[src/rtl/im_loader_if.sv]
// Byte-stream handshake and instruction-RAM write port of the program loader.
// master = stream source / RAM side, slave = loader.
interface im_loader_if;
  logic [7:0]  byte_in;
  logic        byte_valid;
  logic        byte_last;
  logic        byte_ready;
  logic        im_we;
  logic [31:0] im_addr;
  logic [31:0] im_wdata;

  modport master (
    output byte_in, byte_valid, byte_last,
    input  byte_ready, im_we, im_addr, im_wdata
  );

  modport slave (
    input  byte_in, byte_valid, byte_last,
    output byte_ready, im_we, im_addr, im_wdata
  );
endinterface

[src/rtl/im_loader.sv]
// Instruction-memory loader: packs a byte stream into big-endian words and
// writes them from BASE_ADDR upward, stalling the CPU until the image is in.
module im_loader #(
  parameter logic [31:0] BASE_ADDR = 32'h0000_3000,
  parameter int          DEPTH     = 4096
) (
  input  logic        clk,
  input  logic        reset,
  input  logic        start,
  im_loader_if.slave  bus,
  output logic        busy,
  output logic        done,
  output logic        overflow,
  output logic [12:0] word_count
);

  typedef enum logic [2:0] {IDLE, LOAD, FLUSH, DONE, ERR} state_t;

  localparam logic [12:0] DEPTH_C = 13'(DEPTH);

  state_t      state, state_d;
  logic [1:0]  idx_p0;
  logic [23:0] word_p0;
  logic [31:0] ptr_p0;
  logic        fire, full_hit, wr_now, launch;
  logic [31:0] packed_w;

  assign bus.byte_ready = (state == LOAD);
  assign busy           = (state == LOAD);
  assign done           = (state == DONE);
  assign overflow       = (state == ERR);

  always_ff @(posedge clk) begin
    if (reset) state <= IDLE;
    else       state <= state_d;
  end

  always_comb begin
    state_d  = state;
    launch   = 1'b0;
    fire     = bus.byte_valid && (state == LOAD);
    full_hit = (word_count == DEPTH_C);
    wr_now   = fire && !full_hit && ((idx_p0 == 2'd3) || bus.byte_last);
    // Bytes not yet received stay zero, which pads a short final word.
    case (idx_p0)
      2'd0:    packed_w = {bus.byte_in, 24'h0};
      2'd1:    packed_w = {word_p0[23:16], bus.byte_in, 16'h0};
      2'd2:    packed_w = {word_p0[23:8], bus.byte_in, 8'h0};
      default: packed_w = {word_p0, bus.byte_in};
    endcase
    case (state)
      IDLE, DONE, ERR: begin
        if (start) begin
          state_d = LOAD;
          launch  = 1'b1;
        end
      end
      LOAD: begin
        if (fire) begin
          if (full_hit)           state_d = ERR;
          else if (bus.byte_last) state_d = DONE;
        end
      end
      FLUSH:   state_d = IDLE;
      default: state_d = IDLE;
    endcase
  end

  // Stage p0: byte accepted -> word assembly, RAM write launched next cycle
  always_ff @(posedge clk) begin
    if (reset) begin
      idx_p0       <= 2'd0;
      ptr_p0       <= BASE_ADDR;
      word_count   <= 13'd0;
      bus.im_we    <= 1'b0;
      bus.im_addr  <= 32'h0;
      bus.im_wdata <= 32'h0;
    end else begin
      bus.im_we <= 1'b0;
      if (launch) begin
        idx_p0     <= 2'd0;
        ptr_p0     <= BASE_ADDR;
        word_count <= 13'd0;
      end else if (fire && !full_hit) begin
        idx_p0 <= idx_p0 + 2'd1;
        if (wr_now) begin
          idx_p0       <= 2'd0;
          bus.im_we    <= 1'b1;
          bus.im_addr  <= ptr_p0;
          bus.im_wdata <= packed_w;
          ptr_p0       <= ptr_p0 + 32'd4;
          word_count   <= word_count + 13'd1;
        end
      end
    end
  end

  always_ff @(posedge clk) begin
    if (fire && !full_hit) word_p0 <= packed_w[31:8];
  end

endmodule

[src/flat_wrapper.sv]
// flat-port wrapper written by rule: the top's interface ports become plain ports
module im_loader_flat 
#(
  parameter logic [31:0] BASE_ADDR = 32'h0000_3000,
  parameter int          DEPTH     = 4096
)
  (clk, reset, start, busy, done, overflow, word_count, bus_byte_in, bus_byte_valid, bus_byte_last, bus_byte_ready, bus_im_we, bus_im_addr, bus_im_wdata);
  im_loader_if bus_i ();
  input  logic clk;
  input  logic reset;
  input  logic start;
  output logic busy;
  output logic done;
  output logic overflow;
  output logic [12:0] word_count;
  input wire logic [$bits(bus_i.byte_in)-1:0] bus_byte_in;
  input wire logic [$bits(bus_i.byte_valid)-1:0] bus_byte_valid;
  input wire logic [$bits(bus_i.byte_last)-1:0] bus_byte_last;
  output wire logic [$bits(bus_i.byte_ready)-1:0] bus_byte_ready;
  output wire logic [$bits(bus_i.im_we)-1:0] bus_im_we;
  output wire logic [$bits(bus_i.im_addr)-1:0] bus_im_addr;
  output wire logic [$bits(bus_i.im_wdata)-1:0] bus_im_wdata;
  assign bus_i.byte_in = bus_byte_in;
  assign bus_i.byte_valid = bus_byte_valid;
  assign bus_i.byte_last = bus_byte_last;
  assign bus_byte_ready = bus_i.byte_ready;
  assign bus_im_we = bus_i.im_we;
  assign bus_im_addr = bus_i.im_addr;
  assign bus_im_wdata = bus_i.im_wdata;
  im_loader #(.BASE_ADDR(BASE_ADDR), .DEPTH(DEPTH)) u_core (.clk(clk), .reset(reset), .start(start), .bus(bus_i), .busy(busy), .done(done), .overflow(overflow), .word_count(word_count));
endmodule
[config.mk]
export PLATFORM = sky130hd
export DESIGN_NAME = im_loader_flat
export DESIGN_NICKNAME = d
export VERILOG_FILES = /design/src/rtl/im_loader_if.sv /design/src/rtl/im_loader.sv /design/src/flat_wrapper.sv
export SDC_FILE = /design/constraint.sdc
export NUM_CORES = 1
export LEC_CHECK = 0
export CAP_MARGIN = 40
export CORE_ASPECT_RATIO = 1.25
export CORE_UTILIZATION = 48
export DETAILED_ROUTE_END_ITERATION = 10
export HOLD_SLACK_MARGIN = 0.08
export PLACE_DENSITY_LB_ADDON = 0.25
export SYNTH_ARGS = -nofsm -noshare
export SYNTH_HDL_FRONTEND = slang
export SYNTH_SLANG_ARGS = --single-unit
export TNS_END_PERCENT = 20
[constraint.sdc]
create_clock -name clk -period 6.15 [get_ports clk]
set_input_delay 0.9225 -clock clk [delete_from_list [all_inputs] [get_ports clk]]
set_output_delay 0.9225 -clock clk [all_outputs]
set_load 0.02 [all_outputs]
Word level (Yosys, flattened, before mapping). Index checks and enable logic that the tools add are counted. W data, S select, Z words.

Add/sub/neg operators: 3. $mul: 0. Divide/modulo/power cells: 0. $lt $le $gt $ge: 0. Eq/ne operators: 10. Shift operators: 0. Multiplexer cells: 10. Bitwise gates (word level): 2. Reduce and logical (&&, ||, !) cells: 13.

Operators by type and width (count): $pmux W32 S3 (1); $add A32 B3 Y32 const B (1); $add A13 B1 Y13 const B (1); $eq A13 B13 Y1 const B (1); $mux W3 (4); $pmux W3 S2 (1); $reduce_and A3 Y1 (2); $reduce_or A3 Y1 (2); $eq A2 B2 Y1 const B (2); $eq A3 B1 Y1 const B (1); $eq A3 B2 Y1 const B (1); $eq A3 B3 Y1 const B (1); $logic_and A1 B1 Y1 (3); $logic_not A3 Y1 (1); $mux W1 (3); $ne A3 B2 Y1 const B (1); $add A2 B1 Y2 const B (1); $eq A2 B1 Y1 const B (1); $logic_not A2 Y1 (1); $mux W2 (1); $ne A2 B1 Y1 const B (1); $ne A2 B2 Y1 const B (1); $not A1 Y1 (2); $reduce_and A2 Y1 (1); 3 further kinds (3).

Register bits: 139. Bits in latches: 0. Bits in writable memories: 0. ROM bits: 0. Bits of input ports: 13. Word-level logic and storage cells: 46. Memories: 0.

Depth between registers and ports, before layout.
Depth after elaboration: 5. Depth in mapped cells: 9. Gate-level depth less buffers: 6.

Worst setup path before layout. Ideal clock, no wire load.

Kind: in2reg. Start point: input bus_byte_valid. End point: register u_core.idx_p0[1]. Arrival time: 2.924 ns. Data required time: 6.026 ns. Setup slack: 3.102 ns. Stages on the path: 5. Cells stage by stage: nand4bb_1 -> buf_2 -> a31oi_1 -> mux2i_1 -> nor3_1.

Longest elaborated chain between the ends: 4.

Ends and longest elaborated chain: start, declared (line flat_wrapper.sv:17) `input wire logic [$bits(bus_i.byte_valid)-1:0] bus_byte_valid;`; $logic_and A1 B1 Y1 (*) (line im_loader.sv:41) `fire = bus.byte_valid && (state == LOAD);`; $logic_and A1 B1 Y1 (*) (line im_loader.sv:43, im_loader.sv:84); $logic_and A1 B1 Y1 (line im_loader.sv:43) `wr_now = fire && !full_hit && ((idx_p0 == 2'd3) || bus.byte_last);`; $mux W2 (line im_loader.sv:86) `if (wr_now) begin`; end signal, assigned (line im_loader.sv:85) `idx_p0 <= idx_p0 + 2'd1;`; end, declared (line im_loader.sv:22) `logic [1:0] idx_p0;`.

Every way passes the cells marked *; elsewhere a longest branch is shown, timed or not. A chain may end at the register's enable or synchronous reset.

Final worst setup path.
Start point: input bus_byte_valid. End point: register u_core.ptr_p0[2].

Longest elaborated chain between the ends: 4.

Ends and longest elaborated chain: $logic_and A1 B1 Y1 (*) (line im_loader.sv:41); $logic_and A1 B1 Y1 (*) (line im_loader.sv:43, im_loader.sv:84); $logic_and A1 B1 Y1 (line im_loader.sv:43); $reduce_and A2 Y1 (no line) (*); end signal, assigned (line im_loader.sv:91) `ptr_p0 <= ptr_p0 + 32'd4;`; end, declared (line im_loader.sv:24) `logic [31:0] ptr_p0;`.

Marks and branches as above.

==> summary.txt <==
Final Max Slew Viols: 0
R2R setup slack: 3.17 ns
Mapped Area: 0.00603 mm^2
Filler Cells Inserted: 1064
proportion of layout cells with a drive suffix above 1: 7.04%
Multi-input gate area: 0.00279 mm^2
Worst Hold Class: register to register
Port Buf Inserts: 92
DP HPWL: 9890 um
Primary FF master, synth: dfxtp_1
DR DRC count: 0
CP Max Fanout: 33
critical path capture point type: register
Final Cycle Share: 51.2%
Worst-Skew Late Latency: 0.41 ns
status: finished clean
PD cells: 257 mW/mm^2
CTS tree: done
Final setup viols: 0
largest area contributor in the netlist: dfxtp_1
Routed WL: 15100 um
post-synthesis sequential area ratio: 48.8%
Pwr Total: 1.92 mW
Iter 0 DRT Violations: 351
yosys warns: 0
min Tclk post-route: 3.15 ns
Finished Core Util: 61.4%
via count: 5365
# resized after CTS: 0
cts hold-fix bufs: 0
Initial Util: 49.4%
ANT cells: 0
GP Congestion: 0.824
sequential cell area: 0.00294 mm^2
Post-synth ARST share: 0%
largest net degree at the start of global routing: 84
area share of the largest cell type after synthesis: 36.8%
vias in the first global route: 5022
DR pass1 iterations: 6
worst vdd rail ir drop: 0.155 mV
Post-CTS Setup Bufs: 0
Synth Instances: 657
H-tree depth: 4
clk_skew: 0.0117 ns
nets: 734
CTS sink count: 135
total track usage: 24.1%
Setup TNS: 0 ns
vias per cell: 6.04
I/O pin cnt: 95
global-route wire length before repair: 24800 um
WL/cell: 17.0 um
main area contributors after synthesis: dfxtp_1 37%, edfxtp_1 12%, a21oi_1 6.8%, nand3_1 4.5%, nor3_1 4.4%
Max Fclk: 0.318 GHz
Final Hold Fails: 0
clock root buffer: clkbuf_16
leakage: 2.41 nW
Synth Register Bits: 135
Avg Cell Area, Syn: 9.18 um^2
worst hold slack: 0.469 ns
die height: 127 um
Post-DRT Antenna Nets: 0
Crit Path Class: primary input to register
Inserted Clock Buffers: 17
WP data arrival: 3.44 ns
Synth-to-Final Area Change: 24.3%
RSZ-0062 raised after global routing: false
Max clock buf depth: 2
Worst EP required: 6.44 ns
CTS clk-pin slew, worst paths: 0.06 ns
Tightest Pin Transition: 0.910 ns
Congestion Overflow GR: 0
Max-slew headroom: 39.2%
startpoint class of the critical path: primary input
Distinct cells, synth: 51
Max-Cap Viols: 0
core area: 0.0122 mm^2
die area: 0.0130 mm^2
DIE WIDTH: 102 um
EDFF count, synth: 24
initial antenna violation count: 0
site row count: 45
-- through the flow --
stage | cells | setup WS (ns) | area, um^2
6_report | 888 | 3.00 | 7500
2_1_floorplan | 658 | 3.10 | 6040
4_1_cts | 887 | 3.00 | 7490
3_3_place_gp | 855 | 2.65 | 6940
5_1_grt | 888 | 2.80 | 7500
3_5_place_dp | 857 | 2.57 | 6970
-- state kept, by name, indices dropped and copies added, names as in the netlist --
register,cells
u_core.bus.im_addr,30
u_core.word_p0,24
u_core.bus.im_wdata,32
u_core.ptr_p0,30
u_core.word_count,13
u_core.state,3
u_core.bus.im_we,1
u_core.idx_p0,2
-- path summary, 6_finish.rpt --
kind,start,endpoint,cells past startpoint
min reg2reg,u_core.bus.im_wdata[7]$_SDFFE_PP0P_,u_core.bus.im_wdata[7]$_SDFFE_PP0P_,2
min,u_core.bus.im_wdata[7]$_SDFFE_PP0P_,u_core.bus.im_wdata[7]$_SDFFE_PP0P_,2
max,bus_byte_valid,u_core.ptr_p0[2]$_SDFFE_PP0P_,6
max reg2reg,u_core.word_count[0]$_SDFFE_PP0P_,u_core.word_count[1]$_SDFFE_PP0P_,8
-- synth_stat cells (4+ instances only) --
master / n
nor2_1: 11
or3_1: 18
xnor2_1: 5
buf_2: 5
a21oi_1: 82
dfxtp_1: 111
nor4_1: 17
nor3_1: 53
and2_1: 5
buf_4: 9
nor2b_1: 4
nand4_1: 22
ha_1: 8
edfxtp_1: 24
and4_1: 7
or4_1: 14
and3_1: 6
mux2i_1: 16
clkbuf_1: 47
nand3_1: 54
nand2_1: 15
a22o_1: 23
inv_1: 9
o21ai_0: 41
o31ai_1: 14
-- critical path: stages --
cell	delay, ns
clkdlybuf4s50_1	0.50
nand4bb_1	0.36
nor2_4	0.69
buf_4	0.43
a211oi_1	0.19
mux2_2	0.32
-- cell families after synthesis --
logic type / synth area share, %
AND/OR/NAND/NOR: 23.4
AO/OA/AOI/OAI: 17.0
flip-flops: 48.8
buffers and inverters: 5.37
multiplexers: 3.03
adder cells (fa/ha/maj): 1.66
XOR/XNOR: 0.726
other: 0.0622
-- placed cells by master, fill, tap and decap left out, types with 2 or more instances in the layout --
cell type / n
a21oi_1: 82
a22o_1: 23
a32o_1: 2
and2_1: 5
and3_1: 5
and4_1: 7
buf_4: 7
clkbuf_1: 5
clkbuf_16: 17
clkbuf_8: 3
clkdlybuf4s50_1: 91
clkinv_2: 4
conb_1: 2
dfxtp_1: 111
edfxtp_1: 24
ha_1: 8
inv_1: 9
mux2_2: 2
mux2i_1: 16
nand2_1: 14
nand3_1: 53
nand4_1: 22
nor2_1: 10
nor2b_1: 4
nor3_1: 53
nor4_1: 17
nor4_2: 2
nor4b_1: 2
nor4b_2: 2
o21ai_0: 41
o21ai_1: 2
o31ai_1: 14
o41ai_1: 2
or2_2: 2
or3_1: 18
or3b_2: 2
or4_1: 14
xnor2_1: 5
-- where the power goes --
group          total, mW  internal, mW  switching, mW
combinational      0.119        0.0443         0.0748
sequential         0.924         0.916        0.00782
clock              0.882         0.539          0.342
total               1.92          1.50          0.425
-- area by class of cell --
type / instances / area share (%)
tap: 164 / 2.74
inverter: 10 / 0.501
timing repair buffer: 101 / 13.4
clock buffer: 25 / 6.48
multi-input combinational: 448 / 37.2
sequential: 135 / 39.3
clock inverter: 5 / 0.350
-- routing by layer --
metal | wire, um | vias to the layer above | share of wire (%) | track usage [%]
met3 | 740 | 29 | 4.9 | 4.10
li1 | - | 2586 | - | -
met2 | 7800 | 178 | 52 | 40.5
met1 | 6160 | 2572 | 41 | 29.4
met4 | 408 | 0 | 2.7 | 12.0
met5 | 0 | - | 0 | 0
(Power assumes the default switching activity.)
